File: src/rtl/boot_copy_sequencer_if.sv
// Bus bundle between boot_copy_sequencer and the ROM/RAM/CPU side of the memory path.
// Latency: none; pure wiring bundle.
// Backpressure: none on the buses; the CPU is stalled with cpu_hold.

package boot_copy_pkg;
    typedef logic [7:0] default_t;

    typedef enum logic [1:0] {
        MEM_NOP   = 2'd0,
        MEM_READ  = 2'd1,
        MEM_WRITE = 2'd2
    } mem_flag_t;
endpackage

interface boot_copy_sequencer_if;
    // ROM port
    boot_copy_pkg::default_t  rom_read_bus;
    boot_copy_pkg::default_t  rom_addr_bus;
    // RAM port
    boot_copy_pkg::default_t  mem_read_bus;
    boot_copy_pkg::mem_flag_t mem_ctrl_bus;
    boot_copy_pkg::default_t  mem_addr_bus;
    boot_copy_pkg::default_t  mem_write_bus;
    // CPU port
    boot_copy_pkg::mem_flag_t cpu_ctrl_bus;
    boot_copy_pkg::default_t  cpu_addr_bus;
    boot_copy_pkg::default_t  cpu_write_bus;
    boot_copy_pkg::default_t  cpu_read_bus;
    logic                     cpu_hold;
    // Status
    logic                     boot_done;
    logic                     boot_error;

    // Sequencer side
    modport master (
        input  rom_read_bus,
        output rom_addr_bus,
        input  mem_read_bus,
        output mem_ctrl_bus,
        output mem_addr_bus,
        output mem_write_bus,
        input  cpu_ctrl_bus,
        input  cpu_addr_bus,
        input  cpu_write_bus,
        output cpu_read_bus,
        output cpu_hold,
        output boot_done,
        output boot_error
    );

    // Memory macros / CPU side
    modport slave (
        output rom_read_bus,
        input  rom_addr_bus,
        output mem_read_bus,
        input  mem_ctrl_bus,
        input  mem_addr_bus,
        input  mem_write_bus,
        output cpu_ctrl_bus,
        output cpu_addr_bus,
        output cpu_write_bus,
        input  cpu_read_bus,
        input  cpu_hold,
        input  boot_done,
        input  boot_error
    );
endinterface

File: src/rtl/boot_copy_sequencer.sv
// Boot copier: after RESET copies COPY_LEN ROM bytes to RAM at DST_BASE, then gives RAM to the CPU.
// Latency: 1 + COPY_LEN cycles to S_RUN, plus 1 + COPY_LEN more when BOOT_VERIFY_EN is defined.
// Backpressure: none; CPU held by cpu_hold until boot_done. Macros: BOOT_VERIFY_EN (read-back check), ROMSIZE (default length).

`ifndef ROMSIZE
`define ROMSIZE 256
`endif

module boot_copy_sequencer
    import boot_copy_pkg::*;
#(
    parameter int unsigned COPY_LEN = `ROMSIZE,
    parameter logic [7:0]  DST_BASE = 8'h00
) (
    input  logic                  CLOCK,
    input  logic                  RESET,
    boot_copy_sequencer_if.master bus
);

`ifdef BOOT_VERIFY_EN
    typedef enum logic [2:0] {
        S_FILL   = 3'd0,
        S_COPY   = 3'd1,
        S_VFILL  = 3'd2,
        S_VERIFY = 3'd3,
        S_RUN    = 3'd4
    } state_t;
`else
    typedef enum logic [1:0] {
        S_FILL = 2'd0,
        S_COPY = 2'd1,
        S_RUN  = 2'd2
    } state_t;
`endif

    // Index of the final byte; idx is 9 bits so COPY_LEN = 256 still fits.
    localparam logic [8:0] LAST_IDX = 9'(COPY_LEN - 1);

    state_t     state_q, state_d;
    logic [8:0] idx_q, idx_d;
    logic       boot_done_q, boot_done_d;

    logic [7:0] idx_lo;
    logic [7:0] idx_inc;
    logic       last_byte;

    assign idx_lo    = idx_q[7:0];
    assign idx_inc   = idx_lo + 8'd1;
    assign last_byte = (idx_q == LAST_IDX);

`ifdef BOOT_VERIFY_EN
    logic boot_error_q, boot_error_d;
`endif

    // Next-state, byte counter and status flag computation.
    always_comb begin
        state_d     = state_q;
        idx_d       = idx_q;
        boot_done_d = boot_done_q;
`ifdef BOOT_VERIFY_EN
        boot_error_d = boot_error_q;
`endif
        case (state_q)
            S_FILL: begin
                // ROM address 0 is presented this cycle, so byte 0 is ready for the first copy cycle.
                state_d = S_COPY;
                idx_d   = 9'd0;
            end
            S_COPY: begin
                if (last_byte) begin
                    idx_d = 9'd0;
`ifdef BOOT_VERIFY_EN
                    state_d = S_VFILL;
`else
                    state_d     = S_RUN;
                    boot_done_d = 1'b1;
`endif
                end else begin
                    idx_d = idx_q + 9'd1;
                end
            end
`ifdef BOOT_VERIFY_EN
            S_VFILL: begin
                state_d = S_VERIFY;
                idx_d   = 9'd0;
            end
            S_VERIFY: begin
                // Mismatch is sticky; the CPU is released regardless.
                if (bus.rom_read_bus != bus.mem_read_bus) begin
                    boot_error_d = 1'b1;
                end
                if (last_byte) begin
                    state_d     = S_RUN;
                    boot_done_d = 1'b1;
                    idx_d       = 9'd0;
                end else begin
                    idx_d = idx_q + 9'd1;
                end
            end
`endif
            S_RUN: begin
                // Terminal until RESET.
                state_d = S_RUN;
            end
            default: begin
                state_d     = S_FILL;
                idx_d       = 9'd0;
                boot_done_d = 1'b0;
            end
        endcase
    end

    // FSM, counter and registered status outputs; synchronous reset restarts the copy.
    always_ff @(posedge CLOCK) begin
        if (RESET) begin
            state_q     <= S_FILL;
            idx_q       <= 9'd0;
            boot_done_q <= 1'b0;
`ifdef BOOT_VERIFY_EN
            boot_error_q <= 1'b0;
`endif
        end else begin
            state_q     <= state_d;
            idx_q       <= idx_d;
            boot_done_q <= boot_done_d;
`ifdef BOOT_VERIFY_EN
            boot_error_q <= boot_error_d;
`endif
        end
    end

    // Bus steering: sequencer owns ROM/RAM until S_RUN, then RAM follows the CPU combinationally.
    always_comb begin
        bus.rom_addr_bus  = 8'h00;
        bus.mem_ctrl_bus  = MEM_NOP;
        bus.mem_addr_bus  = 8'h00;
        bus.mem_write_bus = 8'h00;
        bus.cpu_read_bus  = 8'h00;
        case (state_q)
            S_COPY: begin
                // ROM data for idx arrived this cycle; prefetch idx + 1 (wraps harmlessly on the last byte).
                bus.rom_addr_bus  = idx_inc;
                bus.mem_ctrl_bus  = MEM_WRITE;
                bus.mem_addr_bus  = DST_BASE + idx_lo;
                bus.mem_write_bus = bus.rom_read_bus;
            end
`ifdef BOOT_VERIFY_EN
            S_VFILL: begin
                bus.rom_addr_bus = 8'h00;
                bus.mem_ctrl_bus = MEM_READ;
                bus.mem_addr_bus = DST_BASE;
            end
            S_VERIFY: begin
                bus.rom_addr_bus = idx_inc;
                bus.mem_ctrl_bus = MEM_READ;
                bus.mem_addr_bus = DST_BASE + idx_inc;
            end
`endif
            S_RUN: begin
                bus.mem_ctrl_bus  = bus.cpu_ctrl_bus;
                bus.mem_addr_bus  = bus.cpu_addr_bus;
                bus.mem_write_bus = bus.cpu_write_bus;
                bus.cpu_read_bus  = bus.mem_read_bus;
            end
            default: begin
                bus.mem_ctrl_bus = MEM_NOP;
            end
        endcase
        // A reset cycle must never commit a RAM access, whatever step was in flight.
        if (RESET) begin
            bus.mem_ctrl_bus = MEM_NOP;
        end
    end

    assign bus.boot_done = boot_done_q;
    assign bus.cpu_hold  = ~boot_done_q;
`ifdef BOOT_VERIFY_EN
    assign bus.boot_error = boot_error_q;
`else
    assign bus.boot_error = 1'b0;
`endif

endmodule

File: src/flat_wrapper.sv
// flat-port wrapper written by rule: the top's interface ports become plain ports
module boot_copy_sequencer_flat import boot_copy_pkg::*;
#(
    parameter int unsigned COPY_LEN = `ROMSIZE,
    parameter logic [7:0]  DST_BASE = 8'h00
)
  (CLOCK, RESET, bus_rom_read_bus, bus_rom_addr_bus, bus_mem_read_bus, bus_mem_ctrl_bus, bus_mem_addr_bus, bus_mem_write_bus, bus_cpu_ctrl_bus, bus_cpu_addr_bus, bus_cpu_write_bus, bus_cpu_read_bus, bus_cpu_hold, bus_boot_done, bus_boot_error);
  boot_copy_sequencer_if bus_i ();
  input  logic CLOCK;
  input  logic RESET;
  input wire logic [$bits(bus_i.rom_read_bus)-1:0] bus_rom_read_bus;
  output wire logic [$bits(bus_i.rom_addr_bus)-1:0] bus_rom_addr_bus;
  input wire logic [$bits(bus_i.mem_read_bus)-1:0] bus_mem_read_bus;
  output wire logic [$bits(bus_i.mem_ctrl_bus)-1:0] bus_mem_ctrl_bus;
  output wire logic [$bits(bus_i.mem_addr_bus)-1:0] bus_mem_addr_bus;
  output wire logic [$bits(bus_i.mem_write_bus)-1:0] bus_mem_write_bus;
  input wire logic [$bits(bus_i.cpu_ctrl_bus)-1:0] bus_cpu_ctrl_bus;
  input wire logic [$bits(bus_i.cpu_addr_bus)-1:0] bus_cpu_addr_bus;
  input wire logic [$bits(bus_i.cpu_write_bus)-1:0] bus_cpu_write_bus;
  output wire logic [$bits(bus_i.cpu_read_bus)-1:0] bus_cpu_read_bus;
  output wire logic [$bits(bus_i.cpu_hold)-1:0] bus_cpu_hold;
  output wire logic [$bits(bus_i.boot_done)-1:0] bus_boot_done;
  output wire logic [$bits(bus_i.boot_error)-1:0] bus_boot_error;
  assign bus_i.rom_read_bus = bus_rom_read_bus;
  assign bus_rom_addr_bus = bus_i.rom_addr_bus;
  assign bus_i.mem_read_bus = bus_mem_read_bus;
  assign bus_mem_ctrl_bus = bus_i.mem_ctrl_bus;
  assign bus_mem_addr_bus = bus_i.mem_addr_bus;
  assign bus_mem_write_bus = bus_i.mem_write_bus;
  assign bus_i.cpu_ctrl_bus = bus_cpu_ctrl_bus;
  assign bus_i.cpu_addr_bus = bus_cpu_addr_bus;
  assign bus_i.cpu_write_bus = bus_cpu_write_bus;
  assign bus_cpu_read_bus = bus_i.cpu_read_bus;
  assign bus_cpu_hold = bus_i.cpu_hold;
  assign bus_boot_done = bus_i.boot_done;
  assign bus_boot_error = bus_i.boot_error;
  boot_copy_sequencer #(.COPY_LEN(COPY_LEN), .DST_BASE(DST_BASE)) u_core (.CLOCK(CLOCK), .RESET(RESET), .bus(bus_i));
endmodule
File: config.mk
export PLATFORM = sky130hd
export DESIGN_NAME = boot_copy_sequencer_flat
export DESIGN_NICKNAME = d
export VERILOG_FILES = /design/src/rtl/boot_copy_sequencer_if.sv /design/src/rtl/boot_copy_sequencer.sv /design/src/flat_wrapper.sv
export SDC_FILE = /design/constraint.sdc
export NUM_CORES = 1
export LEC_CHECK = 0
export CORE_UTILIZATION = 35
export DETAILED_ROUTE_END_ITERATION = 6
export PLACE_DENSITY = 0.8
export SLEW_MARGIN = 20
export SYNTH_ARGS = -nofsm -noshare
export SYNTH_HDL_FRONTEND = slang
export SYNTH_SLANG_ARGS = --single-unit
File: constraint.sdc
create_clock -name CLOCK -period 1.7 [get_ports CLOCK]
set_input_delay 0.34 -clock CLOCK [delete_from_list [all_inputs] [get_ports CLOCK]]
set_output_delay 0.34 -clock CLOCK [all_outputs]
set_load 0.02 [all_outputs]
==> flow_summary.yaml <==
clock_tree:
  clock_sinks: 12
  cts-root-buf: "clkbuf_4"
  cts_htree_levels: 1
  cts_inserted_buffers: 3
  clk_path_buf_depth: 2
  cts_tree: "yes"
  path_clk_slew_ps: 80
  clock_latency_ps: 300
critical_path:
  worstSetupPathType: "flop to primary output"
  end_kind: "primary output"
  r2r_slack_ps: -110
  critPathArrivalTime_ps: 1680
  cpPeakStageDelay_ps: 380
  cp.required_ps: 1360
  cp_top_family: "buffers and inverters"
  crit_buf_inv: 3
  path_max_fanout: 6
  cp_cell_sequence: "buf_4 > ha_4 > clkbuf_16 > a22oi_2 > nor2b_2 > buf_6"
  cp_slowest_cell: "dfxtp_2"
  crit_path_start_kind: "flop"
yosys:
  avgSynthCellArea_um2: 7.66
  yosysWarnings: 0
  synth.area.top_cells: "dfxtp_1 22%, a22oi_1 11%, nor2b_1 9.9%"
  synthDistinctLibCells: 36
  synth_area_leader_cell: "dfxtp_1"
  synth.net_count: 181
  synthCells: 140
  ys_ff_latch: 12
  async_flop_share_pct: 0
  seq_area_frac_synth_pct: 22.4
  syn_area_um2: 1070
  synth_flop_cell: "dfxtp_1"
  synth_top_area_share_pct: 22.4
  synth_edf_count: 0
place:
  dp_cells: 263
  gp_congestion: 0.847
  io_buffers: 71
  dpl.hpwl_um: 2930
global_routing:
  grt_start_max_net_pins: 19
  grt_pass1_vias: 1535
  grt_pass1_wl_um: 7530
  grt.total_usage_pct: 30.5
  grt_overflow: 0
  antenna_found_initial: 0
power:
  p_leak_uw: 0.00106
  ir_drop_uv: 859
  p_int_uw: 1530
  clockPowerShare_pct: 9.3
  power_density_nw_per_um2: 1010
  p_seq_share_pct: 13.1
  p_sw_share_pct: 42.4
  power.switching_uw: 1130
  power_frac_comb_pct: 77.6
floorplanning:
  core_um2: 2830
  initial_core_util_pct: 37.9
  rows: 19
  dieWidth_um: 57.4
  die_area_um2: 3290
  dieHeight_um: 57.4
  ios: 73
min_path:
  holdCritPathClass: "flop to flop"
drt:
  drc_errors: 5
  antenna_left: 0
  wl_per_cell_um: 23.5
  routed-via-count: 1661
  dr.pass1.iters: 6
  viasPerCell: 5.87
  routed_wl_um: 6640
  drt_iter0_drc: 84
flow_run:
  cap_violations: 0
timing:
  fmax_mhz: 495
  post-route-period-util_pct: 119
  fin_crit_ps: 2020
  final.setup.tns_ps: -7210
  setup_viol: 42
  drv_slew: 0
  fin_ws_ps: -320
  skew_ps: 2.71
  hold_viol_final: 0
  rsz0062_at_grt: "yes"
final_layout:
  final_nets: 294
  diodes: 0
  finalNonFillerCells: 283
  final_cell_mix: "39 x buf_4, 38 x buf_6, 37 x clkdlybuf4s50_1"
  drive_above_1_share_pct: 63.1
  final_common_cell: "buf_4"
  nFillCells: 94
  area_growth_pct: 146
run_status:
  failed_checks: "design-rule violations, negative setup slack"
  status: "complete, but fails checks"
-- power by group through the flow --
stage	logic, µW	clock network (µW)	registers (µW)
floorplan	683	0	339
global placement	1200	0	326
detailed placement	1240	0	328
CTS	1580	239	336
global route	2120	259	348
finish	2070	248	348
-- Yosys cell counts, types with 3 or more instances --
library cell  count
a21oi_1           6
a22oi_1          16
and2_1            9
buf_2             3
buf_6             3
clkbuf_1          4
dfxtp_1          12
ha_1              5
inv_1             6
nand2_1           9
nand3_1           3
nor2_1           13
nor2b_1          17
o31ai_1           3
xnor2_1           4
-- through the flow --
step / hold WS (ps) / total power [µW] / worst slack (ps) / utilization (%) / instance area (µm²)
2_1_floorplan: 452 / 1020 / -6.86 / - / 1100
3_3_place_gp: 457 / 1520 / -351 / 71.5 / 2020
3_5_place_dp: 471 / 1570 / -398 / 71.5 / 2020
4_1_cts: 482 / 2160 / -124 / 81.0 / 2290
5_1_grt: 519 / 2730 / -330 / 93.3 / 2640
6_report: 515 / 2660 / -320 / 93.3 / 2640
-- routing by layer --
| metal | wire, µm | vias to the layer above | GRT usage (%) | share of wire (%) |
|---|---|---|---|---|
| li1 | - | 706 | - | - |
| met1 | 2290 | 801 | 32.2 | 35 |
| met2 | 3430 | 116 | 55.8 | 52 |
| met3 | 494 | 38 | 7.26 | 7.4 |
| met4 | 429 | 0 | 15.7 | 6.5 |
| met5 | 0 | - | 0 | 0 |
-- kinds of logic (layout without fill, tap and decap cells) --
kind of cell	after synthesis	count (layout)	synth area share (%)
AND/OR/NAND/NOR	63	63	34.4
AO/OA/AOI/OAI	32	32	20.4
buffers and inverters	19	131	9.80
flip-flops	12	12	22.4
XOR/XNOR	6	6	4.90
adder cells (fa/ha/maj)	5	5	5.83
multiplexers	2	2	1.87
other	1	1	0.350
-- registers in the layout, indices dropped and copies added (netlist names) --
register              cells
u_core.idx_q              9
u_core.bus.boot_done      1
u_core.state_q            2
-- area by class of cell --
type / count / area, µm² / share of cell area (%)
Inverter: 6 / 22.5 / 0.853
Tap cell: 31 / 38.8 / 1.47
Clock buffer: 4 / 36.3 / 1.37
Sequential cell: 12 / 253 / 9.57
Multi-Input combinational cell: 109 / 1050 / 39.8
Timing Repair Buffer: 121 / 1240 / 46.9
-- worst paths after layout --
path,startpoint,depth (start not counted),to
worst max-delay path,u_core.state_q[1],6,bus_mem_addr_bus[5]
worst min-delay path,u_core.idx_q[8],1,u_core.idx_q[8]
worst max register to register,u_core.idx_q[0],8,u_core.state_q[1]
worst min register to register,u_core.idx_q[8],1,u_core.idx_q[8]
-- repair_timing --
action	CTS	global route
hold buffers	0	0
endpoints found under the setup margin	35	36
hold endpoints to repair	0	0
buffers inserted	4	9
gates cloned	1	2
pin swaps	24	16
gates resized for setup	228	65
Note: power is estimated with default switching activity, not from simulation.
==> RTL edit 1, RTL diff (same flow settings) <==
Re-encode `state_t` (3 states) as one-hot, 3 bits wide.
--- a/src/rtl/boot_copy_sequencer.sv
+++ b/src/rtl/boot_copy_sequencer.sv
@@ -28,6 +28,6 @@
 `else
-    typedef enum logic [1:0] {
-        S_FILL = 2'd0,
-        S_COPY = 2'd1,
-        S_RUN  = 2'd2
+    typedef enum logic [2:0] {
+        S_FILL = 3'b001,
+        S_COPY = 3'b010,
+        S_RUN  = 3'b100
     } state_t;
Function: no difference found for any inputs over 10 cycles, from zero or initial values and one cycle with RESET high; not proved beyond that.
==> RTL edit 1 against the original RTL <==
The flow finishes with violations (negative setup slack); worst setup slack improved by 0.12 ns; hold slack worse by 0.033 ns; non-clock buffer count is 7 lower; clock skew increased by 0.0029 ns; routed wire length fell by 29%; design area is 16% lower; final cell count decreased by 8.8%; sequential cell count up 1; core utilization down 5.7 points; die area fell by 11%; synthesized area down 12%.
Power is not compared: it rests on default switching activity, and its combinational part moved more than twofold at a synthesized area within 25%.
==> RTL edit 1: results (changes against the original RTL) <==
CTS_BUFFER_DEPTH=2  # unchanged
SKEW_NS=0.00558  # +0.00287 ns
SETUP.REG_TO_REG.WORST_SLACK_NS=-0.05  # +0.06 ns
VIOLATIONS='negative setup slack'
POST_SYN_NETS=158  # -13%
FIRST_GLOBAL_VIAS=1393  # -9.3%
REPORT.FINAL.SETUP_VIOL=37  # -12%
NETLIST_TOP_CELLS_AREA='dfxtp_1, a22o_1, nor2_1'
ANTENNA_CELLS=0  # unchanged
DRT-VIAS-PER-INSTANCE=5.66  # -3.5%
BIGGEST_REGISTER='u_core.idx_q'
WORST_IR_DROP_VDD_uV=526
LARGEST_REGISTER_FF_COUNT=9  # unchanged
WORSTPATHARRIVAL_NS=1.56  # -0.12 ns
CTS.CLK_SLEW.WORST_PATHS_NS=0.08  # about the same
CRITICAL_PATH.SLOWEST_CELL='dfxtp_4'
INITIALDRTVIOLATIONCOUNT=60  # -29%
CRIT_PATH_MAX_FANOUT=8  # +2
CTSROOTBUFFERMASTER='clkbuf_4'
WORSTSKEWPAIRLATENCY_NS=0.30  # about the same
SYNTH_AREA_IN_COMPOUND_GATES_PCT=25.9  # +5.4 points
WIRELENGTH_UM=4740  # -29%
POWER_SWITCHING_mW=0.341
SYN2LAYOUT_AREA_GROWTH_PCT=133
WORST_SLACK_NS=-0.202  # +0.118 ns
SYNTH.YOSYS.WARNINGS=0  # unchanged
FINAL_NET_COUNT=266  # -9.5%
DRIVE_ABOVE_1_SHARE_PCT=51.3  # -12 points
FIN_SETUP_TNS_NS=-4.38  # +2.83 ns
YS_TOP_CELLS_BY_COUNT='a22o_1, nor2_1, dfxtp_1, and2_1, nand2_1'
NETLIST-CELL-TYPE-COUNT=37  # +2.8%
SYNTH-ADDER-AREA-SHARE_PCT=1.32  # -4.5 points
CTS_MAX_LEVEL=1  # unchanged
FIRST_PASS_GRT_WIRE_LENGTH_UM=6400  # -15%
ASYNC_FLOP_SHARE_PCT=0  # unchanged
WORST_PATH_DOMINANT_CELL_FAMILY='buffers and inverters'
IO_BUFFER_COUNT=71  # unchanged
GRT_ANTENNA_BEFORE_REPAIR=0  # unchanged
CRITICAL-PATH-MAX-STAGE-DELAY_NS=0.36  # -0.02 ns
DP.FINAL_HPWL_UM=2710  # -7.5%
RUN_STATUS='finished, violations left'
SYNTH_SEQUENTIAL_AREA_RATIO_PCT=27.4  # +5.0 points
HP-CLASS='reg2reg'
SYNTH_MUX_AREA_SHARE_PCT=1.06  # -0.81 points
CTS-BUFFERS-INSERTED=3  # unchanged
TIMING.HOLD.WS_NS=0.481  # -0.0332 ns
SYNTH_XOR_AREA_SHARE_PCT=6.46  # +1.6 points
GP_CONGESTION=0.906  # +7.0%
GRT_UTIL_ALL_LAYERS_PCT=31.6  # +1.1 points
LARGEST_NET_DEGREE_AT_THE_START_OF_GLOBAL_ROUTING=11  # -8
CELLLEAKAGEPOWER_nW=0.914
DETAILEDROUTE.FIRSTPASSITERATIONCOUNT=4  # -2
## RTL edit 1: cell types whose count changed in the layout (fill, tap and decap cells not counted), sizes merged, moves of 3 or more
cell | before | now
inv | 6 | 2
nor2b | 17 | 1
ha | 5 | 1
buf | 82 | 77
a22o | 0 | 16
nand3 | 3 | 6
a22oi | 16 | 1
o31ai | 3 | 0
## RTL edit 1: stage by stage
stage | std cells | area [um2] | setup WS, ns | power [mW]
after floorplan | 121 | 953 | 0.0302 | 0.491
after global placement | 239 | 1860 | -0.303 | 0.695
after detailed placement | 239 | 1860 | -0.358 | 0.706
after CTS | 252 | 2110 | -0.188 | 0.990
after global routing | 258 | 2210 | -0.233 | 1.07
final | 258 | 2210 | -0.202 | 1.03
## RTL edit 1: repair_timing
| action | CTS | global route |
|---|---|---|
| setup buffers | 6 | 7 |
| setup endpoints to repair | 34 | 38 |
| gates cloned | 3 | 0 |
| gates resized for setup | 242 | 16 |
| pin swaps | 23 | 16 |
## RTL edit 1: final timing paths
kind	depth (start not counted)	end	from
worst max-delay path	6	bus_mem_write_bus[2]	u_core.state_q[2]
worst min-delay path	2	u_core.idx_q[8]	u_core.idx_q[8]
worst max register to register	9	u_core.idx_q[5]	u_core.state_q[2]
worst min register to register	2	u_core.idx_q[8]	u_core.idx_q[8]
## RTL edit 1: cells by family after synthesis
group | count (synthesis)
simple gates | 54
buf+inv | 13
other cells | 1
xor+xnor | 7
mux | 1
fa+ha+maj | 1
compound gates | 31
flops | 13
## RTL edit 1: final cells by class
type,instances,area [um2]
tap,30,37.5
inverter,2,7.51
clock buffer,4,26.3
timing repair buffer,114,1120
multi-input combinational,95,742
sequential,13,279
fill,121,313
## RTL edit 1: power by group through the flow
stage / sequential, mW / clock, mW / combinational, mW
after floorplan: 0.345 / 0 / 0.146
after global placement: 0.335 / 0 / 0.360
after detailed placement: 0.337 / 0 / 0.369
after CTS: 0.338 / 0.205 / 0.447
after global routing: 0.339 / 0.223 / 0.508
final: 0.337 / 0.208 / 0.488
## RTL edit 1: worst reg2reg max path, stage by stage (launching register included)
cell,delay [ns]
dfxtp_4,0.36
buf_6,0.12
nor3b_4,0.19
buf_6,0.15
buf_6,0.12
buf_6,0.09
o41a_1,0.24
buf_4,0.16
nand3_1,0.10
a31oi_1,0.15
## RTL edit 1: metal layers
| metal | track usage, % | vias up | routed length (um) |
|---|---|---|---|
| li1 | - | 649 | - |
| met1 | 34.1 | 675 | 1670 |
| met2 | 56.0 | 105 | 2410 |
| met3 | 5.93 | 32 | 375 |
| met4 | 20.1 | 0 | 282 |
| met5 | 0 | - | 0 |
==> RTL edit 2, RTL diff (same flow settings) <==
Made on the original files. Add a define of `BOOT_VERIFY_EN`.
--- a/src/rtl/boot_copy_sequencer.sv
+++ b/src/rtl/boot_copy_sequencer.sv
@@ -3,2 +3,4 @@
 // Backpressure: none; CPU held by cpu_hold until boot_done. Macros: BOOT_VERIFY_EN (read-back check), ROMSIZE (default length).
+
+`define BOOT_VERIFY_EN
 
Behaviour: same outputs for any inputs over 10 cycles, from zero or initial values and one cycle with RESET high; that may be too few to reach the edited logic, so the function may still have changed.
==> RTL edit 2 against the original RTL <==
The run ends with negative setup slack left; sequential cell count up 2; routed wire length up 6.9%; worst setup slack better by 0.058 ns; design area up 8.2%; hold slack worse by 0.041 ns; critical path type unchanged; synthesized area up 16%; synthesized cell count up 19%; final cell count up 21%.
Power is left out: it rests on default switching activity, and per cell area and clock period it moved more than threefold.
==> RTL edit 2: results (changes against the original RTL) <==
REPORT.FINAL.SETUP_VIOL=34  # -19%
LARGEST_NET_DEGREE_AT_THE_START_OF_GLOBAL_ROUTING=15  # -4
SYNTH_AREA_IN_COMPOUND_GATES_PCT=25.1  # +4.7 points
GRT_UTIL_ALL_LAYERS_PCT=29.2  # -1.3 points
SYNTH_XOR_AREA_SHARE_PCT=9.84  # +4.9 points
FIN_SETUP_TNS_NS=-5.55  # +1.66 ns
FIRST_PASS_GRT_WIRE_LENGTH_UM=8030  # +6.7%
SETUP.REG_TO_REG.WORST_SLACK_NS=-0.21  # -0.10 ns
NETLIST_TOP_CELLS_AREA='dfxtp_1, a22oi_1, xor2_1'
IO_BUFFER_COUNT=72  # +1.4%
CRIT_PATH_MAX_FANOUT=4  # -2
VIOLATIONS='negative setup slack'
GP_CONGESTION=0.892  # +5.3%
WORST_HOLD_PATH.ENDPOINT='u_core.bus.boot_error'
SYNTH_SEQUENTIAL_AREA_RATIO_PCT=22.5  # +0.086 points
WORSTPATHARRIVAL_NS=1.62  # -0.06 ns
YS_TOP_CELLS_BY_COUNT='nor2_1, a22oi_1, dfxtp_1, xor2_1'
DR_WL_CELL_UM=20.8  # -12%
ROUTED-VIA-COUNT=2015  # +21%
INITIALDRTVIOLATIONCOUNT=178  # +110%
DR_WL_MET2_UM=3430  # +0.18%
FINAL_NET_COUNT=334  # +14%
DRIVE_ABOVE_1_SHARE_PCT=57.8  # -5.3 points
RUN_STATUS='finished, violations left'
SYNTH-ADDER-AREA-SHARE_PCT=1.00  # -4.8 points
WORSTSETUPSTARTPOINT='u_core.idx_q[0]'
SKEW_NS=0.00716  # +0.00445 ns
FINALNONFILLERCELLS=342  # +21%
DP.FINAL_HPWL_UM=3470  # +19%
CRITICAL_PATH.SLOWEST_CELL='dfxtp_4'
DETAILED_PLACE.AREA_UM2=2370  # +17%
DETAILEDROUTE.FIRSTPASSITERATIONCOUNT=5  # -1
WORST_SLACK_NS=-0.262  # +0.0581 ns
SETUP.WORST_PATH.END='bus_mem_addr_bus[6]'
ROUTE.MET3.WL_UM=691  # +40%
SYNTH_MUX_AREA_SHARE_PCT=2.51  # +0.64 points
NETLIST-CELL-TYPE-COUNT=42  # +17%
RTL edit 2: metrics by stage:
stage               worst slack [ns]  hold slack, ns
finish                        -0.262           0.473
global route                  -0.297           0.486
CTS                           -0.189           0.476
detailed placement            -0.463           0.455
global placement              -0.399           0.448
floorplan                    0.00578           0.419
RTL edit 2: per-layer routing:
metal | vias up | track usage (%)
li1 | 856 | -
met1 | 956 | 34.6
met2 | 164 | 53.5
met3 | 39 | 4.83
met4 | 0 | 8.57
met5 | - | 0
RTL edit 2: layout make-up:
class	count	area (um2)
Multi-Input combinational cell	130	1100
Sequential cell	14	300
Fill cell	151	505
Tap cell	46	57.6
Timing Repair Buffer	142	1350
Inverter	6	22.5
Clock buffer	4	36.3
RTL edit 2: repair_timing:
item,CTS,global route
gates resized for setup,221,41
pin swaps,19,26
cloned,1,3
buffers inserted,7,6
setup endpoints to repair,35,35
